## config.mk

```make
export PLATFORM = sky130hd
export DESIGN_NAME = mac_tx_arbiter
export DESIGN_NICKNAME = d
export VERILOG_FILES = /design/src/rtl/mac_tx_arbiter.sv
export SDC_FILE = /design/constraint.sdc
export NUM_CORES = 1
export LEC_CHECK = 0
export ABC_CLOCK_PERIOD_IN_PS = 6000
export CAP_MARGIN = 15
export CORE_AREA = 2 2 116 118
export CTS_BUF_LIST = sky130_fd_sc_hd__clkbuf_4
export DETAILED_ROUTE_END_ITERATION = 8
export DIE_AREA = 0 0 118 120
export PLACE_DENSITY = 0.8
export SYNTH_ARGS = -nofsm -noshare
export SYNTH_HDL_FRONTEND = slang
export SYNTH_SLANG_ARGS = --single-unit
```

## constraint.sdc

```tcl
create_clock -name clock -period 6 [get_ports clock]
set_input_delay 1.8 -clock clock [delete_from_list [all_inputs] [get_ports clock]]
set_output_delay 1.8 -clock clock [all_outputs]
set_load 0.02 [all_outputs]
```

## src/rtl/mac_tx_arbiter.sv

```systemverilog
// Round-robin scheduler sharing one MAC transmit path between NUM_SRC packet sources.
// Grants one source, forwards its byte stream one cycle late, then waits for MAC drain and the IFG.
module mac_tx_arbiter #(
    parameter int NUM_SRC       = 4,
    parameter int IFG_CYCLES    = 12,
    parameter int GRANT_TIMEOUT = 255
) (
    input  logic                    clock,
    input  logic                    reset,
    input  logic [NUM_SRC-1:0]      src_req,
    input  logic [NUM_SRC-1:0]      src_tx_enable,
    input  logic [8*NUM_SRC-1:0]    src_data,
    input  logic [48*NUM_SRC-1:0]   src_dest_mac,
    input  logic                    mac_active,
    output logic [NUM_SRC-1:0]      grant,
    output logic                    mac_tx_enable,
    output logic [7:0]              mac_data,
    output logic [47:0]             mac_dest_mac,
    output logic                    busy,
    output logic                    timeout,
    output logic [2:0]              dbg_state
);

    localparam int                SEL_W    = $clog2(NUM_SRC);
    localparam logic [SEL_W-1:0]  LAST_RST = SEL_W'(NUM_SRC - 1);
    localparam logic [7:0]        TMO_LAST = 8'(GRANT_TIMEOUT - 1);
    localparam logic [7:0]        IFG_LAST = 8'(IFG_CYCLES - 1);

    typedef enum logic [2:0] {
        ST_IDLE  = 3'd0,
        ST_GRANT = 3'd1,
        ST_SEND  = 3'd2,
        ST_DRAIN = 3'd3,
        ST_GAP   = 3'd4
    } state_t;

    state_t              state_q, state_d;
    logic [SEL_W-1:0]    last_q, last_d;
    logic [7:0]          cnt_q, cnt_d;
    logic [NUM_SRC-1:0]  grant_q, grant_d;
    logic                txen_q, txen_d;
    logic [7:0]          data_q, data_d;
    logic [47:0]         dest_q, dest_d;
    logic                timeout_q, timeout_d;

    logic [7:0]          data_arr [NUM_SRC];
    logic [47:0]         dest_arr [NUM_SRC];
    logic                rr_found;
    logic [SEL_W-1:0]    rr_sel;
    logic                sel_req;
    logic                sel_txen;

    for (genvar g = 0; g < NUM_SRC; g++) begin : g_unpack
        assign data_arr[g] = src_data[8*g +: 8];
        assign dest_arr[g] = src_dest_mac[48*g +: 48];
    end

    // Once granted, last_q is the selected source until the next arbitration.
    assign sel_req  = src_req[last_q];
    assign sel_txen = src_tx_enable[last_q];

    // Search starts just after the previous winner so every requester waits at most NUM_SRC-1 turns.
    always_comb begin
        rr_found = 1'b0;
        rr_sel   = last_q;
        for (int i = 1; i <= NUM_SRC; i++) begin
            if (!rr_found && src_req[SEL_W'((int'(last_q) + i) % NUM_SRC)]) begin
                rr_found = 1'b1;
                rr_sel   = SEL_W'((int'(last_q) + i) % NUM_SRC);
            end
        end
    end

    // Handshake: src_req is a level request, grant answers it; the granted source owns the MAC
    // from its first src_tx_enable byte until src_tx_enable drops, one byte per clock.
    always_comb begin
        state_d   = state_q;
        last_d    = last_q;
        cnt_d     = cnt_q;
        grant_d   = grant_q;
        dest_d    = dest_q;
        txen_d    = 1'b0;
        data_d    = 8'd0;
        timeout_d = 1'b0;
        case (state_q)
            ST_IDLE: begin
                if (rr_found) begin
                    grant_d         = '0;
                    grant_d[rr_sel] = 1'b1;
                    dest_d          = dest_arr[rr_sel];
                    last_d          = rr_sel;
                    cnt_d           = 8'd0;
                    state_d         = ST_GRANT;
                end
            end
            ST_GRANT: begin
                if (sel_txen) begin
                    txen_d  = 1'b1;
                    data_d  = data_arr[last_q];
                    state_d = ST_SEND;
                end else if (!sel_req) begin
                    grant_d = '0;
                    state_d = ST_IDLE;
                end else if (cnt_q == TMO_LAST) begin
                    grant_d   = '0;
                    timeout_d = 1'b1;
                    state_d   = ST_IDLE;
                end else begin
                    cnt_d = cnt_q + 8'd1;
                end
            end
            ST_SEND: begin
                if (sel_txen) begin
                    txen_d = 1'b1;
                    data_d = data_arr[last_q];
                end else begin
                    grant_d = '0;
                    state_d = ST_DRAIN;
                end
            end
            ST_DRAIN: begin
                if (!mac_active) begin
                    cnt_d   = 8'd0;
                    state_d = ST_GAP;
                end
            end
            ST_GAP: begin
                if (cnt_q == IFG_LAST) begin
                    state_d = ST_IDLE;
                end else begin
                    cnt_d = cnt_q + 8'd1;
                end
            end
            default: begin
                grant_d = '0;
                state_d = ST_IDLE;
            end
        endcase
    end

    always_ff @(posedge clock) begin
        if (reset) begin
            state_q   <= ST_IDLE;
            last_q    <= LAST_RST;
            cnt_q     <= 8'd0;
            grant_q   <= '0;
            txen_q    <= 1'b0;
            data_q    <= 8'd0;
            dest_q    <= 48'd0;
            timeout_q <= 1'b0;
        end else begin
            state_q   <= state_d;
            last_q    <= last_d;
            cnt_q     <= cnt_d;
            grant_q   <= grant_d;
            txen_q    <= txen_d;
            data_q    <= data_d;
            dest_q    <= dest_d;
            timeout_q <= timeout_d;
        end
    end

    assign grant         = grant_q;
    assign mac_tx_enable = txen_q;
    assign mac_data      = data_q;
    assign mac_dest_mac  = dest_q;
    assign busy          = (state_q != ST_IDLE);
    assign timeout       = timeout_q;
    assign dbg_state     = state_q;

endmodule

```

==> impl_metrics.json <==
{
  "drv_cap": 0,
  "worstSkewPairLatency_ns": 0.42,
  "rr_worst_depth": 6,
  "cts_tree": "done",
  "synthesis.instances": 386,
  "cts.reportedPaths.clkPinSlew_ns": 0.11,
  "yosys_warnings": 0,
  "slew_viol_final": 0,
  "cts-root-buf": "clkbuf_4",
  "post-route-drc-count": 0,
  "floorplan.die_area_sq_um": 14160,
  "whs_path_depth": 2,
  "design.core.area_sq_um": 12980,
  "gp_routability_congestion": 0.8660,
  "critPathRequiredTime_ns": 6.32,
  "post_drt_wl_per_cell_microns": 19.29,
  "antenna_violating_nets_post_route": 0,
  "final-setup-viol-count": 0,
  "timing.final.crit_share_pct": 67.23,
  "layout_min_cycle_time_ns": 4.034,
  "holdCritStartpoint": "grant[2]$_SDFFE_PP0P_",
  "grt_antenna_before_repair": 0,
  "fp.dieW_microns": 118,
  "globalRouteTotalUtil_pct": 22.43,
  "netlist_area_sq_um": 4478,
  "timing.critical_path.fanout_max": 32,
  "r2r_slack_ns": 3.06,
  "startpoint_type": "input port",
  "cts_max_path_bufs": 2,
  "post_synth_main_area_contributors": "dfxtp_1, mux4_2, a22o_1",
  "synth_top_cell_area_share_pct": 33.53,
  "postSynth.topFlopCell": "dfxtp_1",
  "cp_data_arrival_time_ns": 4.35,
  "critPathCaptureType": "flip-flop",
  "post_cts.repair.setup_buffers": 0,
  "detailedPlace.worstSlack_ns": 1.503,
  "vias": 4588,
  "max_slew_margin_pct": 42.19,
  "drtIter0Drc": 284,
  "finClkSkew_ns": 0.01445,
  "hold-worst-slack_ns": 0.4945,
  "pwr_density_cell_nw_per_um2": 311.4,
  "n_fill_cell": 1096,
  "synth_nets": 623,
  "cts_made_buffers": 9,
  "cp_top_family": "buffers and inverters",
  "achievable-frequency_ghz": 0.2479,
  "grt_max_degree": 53,
  "ir_worst_vdd_uv": 178.6,
  "viasPerCell": 5.417,
  "status": "finished clean",
  "n_antenna_cell": 0,
  "area_growth_pct": 72.09,
  "cp_slowest_cell": "mux4_2",
  "rsz0062_at_grt": "no",
  "path_buf_inv": 2,
  "core.rowCount": 42,
  "static_leakage_nw": 2.811,
  "drt_first_pass_iters": 4,
  "initial_utilization_pct": 34.50,
  "timing.final.hold_violations": 0,
  "grt_first_pass_wirelength_microns": 25030,
  "io_buffer_count": 300,
  "synth_top_area_cell": "dfxtp_1",
  "clock-sinks": 75,
  "h-tree-depth": 3,
  "worst_slack_ns": 1.966,
  "grt_remaining_overflow": 0,
  "timing.hold.worst.class": "reg2reg",
  "synth.ff_latch_count": 75,
  "synth_seq_area_share_pct": 33.53,
  "worstReg2RegStart": "last_q[1]$_SDFFE_PP1P_",
  "final_nets": 904,
  "crit_path_cell_trace": "clkdlybuf4s50_1, mux2i_1, nor2_1, a211oi_4, buf_4, mux4_2, a22o_1",
  "worst-setup-path-type": "in2reg",
  "postCtsResizedCells": 0,
  "min_to": "grant[2]$_SDFFE_PP0P_",
  "post_synth.cell_area_avg_sq_um": 11.60,
  "post_synth_arst_share_pct": 0,
  "routed_wirelength_microns": 16340,
  "r2r_end": "mac_dest_mac[7]$_SDFFE_PP0P_",
  "number_of_synthesized_flops_with_an_enable_pin": 0,
  "post_synth_num_cell_types": 44,
  "worst_slew_pin_slew_ns": 0.8671,
  "dieHeight_microns": 120,
  "hpwlAfterDp_microns": 12790,
  "cts-hold-fix-buffers": 0,
  "design.portCount": 301,
  "drive_gt1_share_pct": 13.41,
  "totalNegativeSetupSlack_ns": 0,
  "grt_pass1_vias": 4793,
  "cp_slowest_stage_delay_ns": 0.57
}
## cells by family after synthesis
group                      synth area share [%]
buffers and inverters                     4.973
AOI/OAI and AO/OA                         16.32
and+or+nand+nor                           14.59
adders and majority gates                0.5587
DFF                                       33.53
muxes                                     29.84
xor gates and xnor gates                 0.1956
## worst max-delay path by stage
stage | depth (start not counted) | slack, ns | endpoint | from
after floorplan | 6 | 2.52 | mac_dest_mac[28]$_SDFFE_PP0P_ | src_req[3]
after global placement | 7 | 1.59 | mac_dest_mac[17]$_SDFFE_PP0P_ | src_req[3]
after detailed placement | 7 | 1.50 | mac_dest_mac[44]$_SDFFE_PP0P_ | src_req[3]
after CTS | 7 | 1.97 | mac_dest_mac[44]$_SDFFE_PP0P_ | src_req[3]
after global routing | 7 | 1.85 | mac_dest_mac[16]$_SDFFE_PP0P_ | src_req[3]
final | 7 | 1.97 | mac_dest_mac[7]$_SDFFE_PP0P_ | src_req[3]
## layout make-up
cell class                      instances  area, sq um  share of cell area [%]
Clock buffer                           12        90.09                   1.169
Clock inverter                          3        40.04                  0.5196
Inverter                                9        33.78                  0.4384
Multi-Input combinational cell        265         2770                   35.95
Sequential cell                        75         1501                   19.48
Tap cell                              176        220.2                   2.858
Timing Repair Buffer                  307         3050                   39.58
## layout by cell type (no fill, tap or decap), types with 5 or more instances in the layout
master,n
clkdlybuf4s50_1,299
dfxtp_1,75
mux4_2,58
nor2b_1,50
a22o_1,48
a21oi_1,12
clkbuf_4,12
nor2_1,10
nand2_1,10
and3_1,9
inv_1,8
or4_1,7
buf_4,7
nand2b_1,6
o31ai_1,5
## metal layers
metal	vias to the layer above	global-route usage, %	part of all wire (%)
li1	2081	-	-
met1	2243	25.79	38
met2	227	40.04	52
met3	37	5.466	7.1
met4	0	9.036	3.1
met5	-	0	0
## report_power, final
part | total (mW) | switching [mW] | internal [mW]
combinational | 1.36 | 0.600 | 0.757
sequential | 0.731 | 0.104 | 0.626
clock | 0.311 | 0.173 | 0.138
## flip-flops by register name, indices dropped and copies added, names as in the netlist
signal / flops
mac_dest_mac: 48
cnt_q: 8
mac_tx_enable: 1
dbg_state: 3
mac_data: 8
timeout: 1
grant: 4
last_q: 2
## Yosys cell counts, drive strengths merged (4+ instances only)
library cell	instances
a211o	4
a21oi	13
a22o	48
and3	9
buf	22
clkbuf	15
dfxtp	75
inv	9
mux4	58
nand2	10
nand2b	6
nor2	11
nor2b	50
o21ai	4
o31ai	5
o32ai	4
or4	7
## per-stage QoR
stage               power, mW  area [sq um]  cells  util (%)
global route            2.545          7706    847     59.37
floorplan               1.571          4478    386         -
global placement        2.070          7576    832     58.37
CTS                     2.426          7706    847     59.37
detailed placement      2.105          7576    832     58.37
finish                  2.400          7706    847     59.37
## worst reg2reg max path, cell delays in order (launching register included)
cell and delay (ns):
dfxtp_1 0.80, mux2i_1 0.29, nor2_1 0.11, a211oi_4 0.27, buf_4 0.53, mux4_2 0.61
a22o_1 0.24
(Power assumes the default switching activity.)
==> variant 1, RTL diff (config.mk and constraints unchanged) <==
Make the reset (`reset`) asynchronous in one clocked block.
--- a/src/rtl/mac_tx_arbiter.sv
+++ b/src/rtl/mac_tx_arbiter.sv
@@ -139,5 +139,5 @@
     end
 
-    always_ff @(posedge clock) begin
+    always_ff @(posedge clock or posedge reset) begin
         if (reset) begin
             state_q   <= ST_IDLE;
Function: not settled (the Yosys comparison gave no result); the edit may change what the design does.
==> variant 1 against the original RTL <==
Utilization rose by 1.7 points. Worst hold slack improved by 0.014 ns. Final area rose by 2.9%. Sequential cell count stayed put. Clock skew down 0.0015 ns. Via count is 7.1% lower. Die area unchanged. Setup slack better by 0.010 ns. Synthesized area up 2.5%. Total power up 51%. Non-clock buffer count fell by 2. Wire length rose by 1.4%. Maximum frequency up 0.26%. Largest cell class unchanged. Highest routed layer unchanged.
==> variant 1: results <==
[timing]
max_slew_margin_pct = 39.3
fin_skew_ns = 0.0130

[run_status]
outcome = "finished, final reports clean"

[synth]
synth_cell_types = 45
synth_nets = 563
synthFlopType = "dfrtp_1"
yosys-top-cells-count = "73 x dfrtp_1, 58 x mux4_2, 48 x mux2_2"
synthesis.instances = 326
synth_top_area_share_pct = 39.8
ys_async_sr_fraction_pct = 100
synthTopCellsByArea = "dfrtp_1 40%, mux4_2 28%, mux2_2 12%"

[placed_design]
place_area_um2 = 7750
placed_cells = 784
pre_cts_ws_ns = 1.52

[layout]
layout.nets = 856
fin_cells = 800
syn2layout_area_growth_pct = 72.8
layout-drive-gt1-share_pct = 22.0

[worst_setup_path]
crit_end = "mac_dest_mac[37]"
crit_fanout = 30
critical_path_arrival_ns = 4.34
timing.rr.start = "last_q[0]"

[route]
vias = 4260
wirelength_mm = 16.6
drt_iter0_drc = 182

[grt]
grt_max_degree = 51
grtUsageTotal_pct = 23.5
grt_pass1_wl_mm = 25.6
grt_pass1_vias = 4544

[hold_path]
min_from = "grant[1]"
holdPathEnd = "grant[1]"

[pwr]
ir_worst_vdd_mv = 0.235
power.leakage_uw = 0.00309
## variant 1: cell count changes in the layout (fill, tap and decap cells not counted), sizes merged, moves of 6 or more
| cell | delta |
|---|---|
| dfxtp | -75 |
| a22o | -45 |
| nor2b | -48 |
| o21ai | +13 |
| a21oi | -6 |
| mux2 | +48 |
| or4 | -7 |
| dfrtp | +73 |
## variant 1: routing by layer
layer  global-route usage [%]  share of wire, %  vias to the layer above
met5                        0                 0                        -
met4                     9.34               2.6                        0
met3                     5.32               6.4                       30
met2                     42.7                54                      184
met1                     26.8                37                     2168
li1                         -                 -                     1878
## variant 1: area by class of cell
class                           count  area [um^2]
Inverter                            6         23.8
Sequential cell                    75         1880
Clock inverter                      6          104
Timing Repair Buffer              305         3050
Multi-Input combinational cell    222         2580
Clock buffer                       10         75.1
Tap cell                          176          220
Fill cell                        1073         5050
## variant 1: power groups by stage
| stage | Sequential [uW] | Combinational [uW] | Clock, uW |
|---|---|---|---|
| final | 923 | 2300 | 396 |
| after global routing | 957 | 2450 | 430 |
| after detailed placement | 935 | 2320 | 0 |
| after global placement | 919 | 2250 | 0 |
| after CTS | 924 | 2320 | 407 |
| after floorplan | 1120 | 1270 | 0 |
## variant 1: worst max-delay path, stage by stage
cell	delay, ns
clkdlybuf4s50_1	0.50
nor2b_1	0.18
a21o_1	0.20
a211oi_4	0.25
buf_4	0.52
mux4_2	0.59
mux2_2	0.28
## variant 1: logic make-up after synthesis
| group | Yosys count | synth area share [%] |
|---|---|---|
| AO/OA/AOI/OAI | 50 | 7.33 |
| adder cells (fa/ha/maj) | 2 | 0.545 |
| XOR/XNOR | 1 | 0.191 |
| flip-flops | 75 | 40.9 |
| AND/OR/NAND/NOR | 63 | 7.42 |
| buffers and inverters | 29 | 3.33 |
| multiplexers | 106 | 40.2 |
==> variant 2, RTL diff (config.mk and constraints unchanged) <==
Made on the original files. `NUM_SRC`: 4 -> 2.
--- a/src/rtl/mac_tx_arbiter.sv
+++ b/src/rtl/mac_tx_arbiter.sv
@@ -2,5 +2,5 @@
 // Grants one source, forwards its byte stream one cycle late, then waits for MAC drain and the IFG.
 module mac_tx_arbiter #(
-    parameter int NUM_SRC       = 4,
+    parameter int NUM_SRC       = 2,
     parameter int IFG_CYCLES    = 12,
     parameter int GRANT_TIMEOUT = 255
Ports: changed (5 resized); port bits go from 301 to 183. The function was not compared with the original's and may differ.
==> variant 2 against the original RTL <==
Clock skew down 0.0058 ns. Synthesized area down 27%. Wire length down 40%. Sequential cell count down 3. Total power down 41%. Setup slack better by 0.019 ns. Utilization down 18 points. Critical path type unchanged. Largest power group is now registers. Final area down 30%.
==> variant 2: results <==
[run_status]
outcome = "finished, final reports clean"

[grt]
grtUsageTotal_pct = 14.0
antenna_found_initial = 2
grt_max_degree = 62
grt_pass1_vias = 3284
grt_pass1_wl_mm = 15.8

[worst_setup_path]
crit_fanout = 9
slowest_stage = "a222oi_1"
crit_path_max_incr_delay_ns = 1.08

[route]
dr_wl_met2_mm = 4.84
wl_met3_um = 808
drt_iter0_drc = 123
post_drt_wl_per_cell_um = 14.0
wl_met1_mm = 3.94
vias = 3233
firstDrtPassIters = 5
top_layer = "met5"

[synth]
ys_async_sr_fraction_pct = 0
ys_seq_area_share_pct = 44.1
yosys_warnings = 0
synth_cell_types = 39
synthTopCellsByArea = "dfxtp_1 44%, mux2i_1 18%, a211oi_1 11%"
synth_nets = 476
yosys-top-cells-count = "72 x dfxtp_1, 65 x nor2_1, 59 x mux2i_1"

[clocking]
cts.clk_slew.worst_paths_ns = 0.12
worstSkewPairLatency_ns = 0.43
htreeDepth = 3
post_cts_buffers = 0
clock_path_buffers = 2
cts_buffers = 9
cts_resized = 0
root_buffer = "clkbuf_4"

[placed_design]
hpwl_mm = 7.44
pre_cts_ws_ns = 1.58
gp_congestion = 0.815
portBuffers = 182

[pwr]
ir_worst_vdd_mv = 0.113
power.leakage_uw = 0.00223

[timing]
max_slew_margin_pct = 17.0
fin_skew_ns = 0.00864

[layout]
layout-drive-gt1-share_pct = 4.76
layout.nets = 641
largest_register_ffs = 48

[hold_path]
hp-class = "reg -> reg"

[floorplan]
std_cell_rows = 42
variant 2: cell type report:
type / count / area [um^2]
clock buffers: 9 / 67.6
diodes: 1 / 2.50
multi-input cells: 243 / 1660
repair buffers: 184 / 1840
clock inverters: 7 / 120
flip-flops and latches: 72 / 1450
fillers: 1253 / 7580
inverters: 10 / 37.5
well taps: 176 / 220
variant 2: cells by family (layout without fill, tap and decap cells):
kind of cell               Yosys count  after routing  synth area share [%]
and+or+nand+nor                    107            107                  14.1
DFF                                 72             72                  44.1
AOI/OAI and AO/OA                   71             71                  16.6
muxes                               60             60                  18.4
buffers and inverters               40            210                  5.32
xor gates and xnor gates             3              3                 0.803
adders and majority gates            2              2                 0.765
other                                0              1                     0
variant 2: metal layers:
metal / track usage [%] / vias to the layer above
met5: 0 / -
met4: 7.23 / 2
met3: 4.56 / 19
met2: 24.1 / 160
met1: 15.3 / 1433
li1: - / 1619
variant 2: power by group:
part,switching (uW),internal (uW)
combinational,192,237
clock,184,211
sequential,59.2,527
total,435,975
variant 2: through the flow:
step                instance area [um^2]  util [%]  cells  total power, uW
floorplan                           3270         -    355              819
global placement                    5210      40.1    685             1020
detailed placement                  5210      40.1    685             1030
CTS                                 5400      41.6    701             1430
global route                        5400      41.6    702             1490
finish                              5400      41.6    702             1410
variant 2: critical path: cells and delay by family:
family,cells,cell delay [ns]
muxes,1,0.13
AOI/OAI and AO/OA,4,1.87
buffers and inverters,1,0.55
variant 2: worst paths after layout:
check | startpoint | end | slack (ns) | cells after the start
worst min register to register | grant[1] | grant[1] | 0.50 | 2
worst max register to register | last_q | cnt_q[2] | 2.67 | 5
worst max-delay path | src_req[0] | cnt_q[2] | 1.99 | 6
worst min-delay path | grant[1] | grant[1] | 0.50 | 2
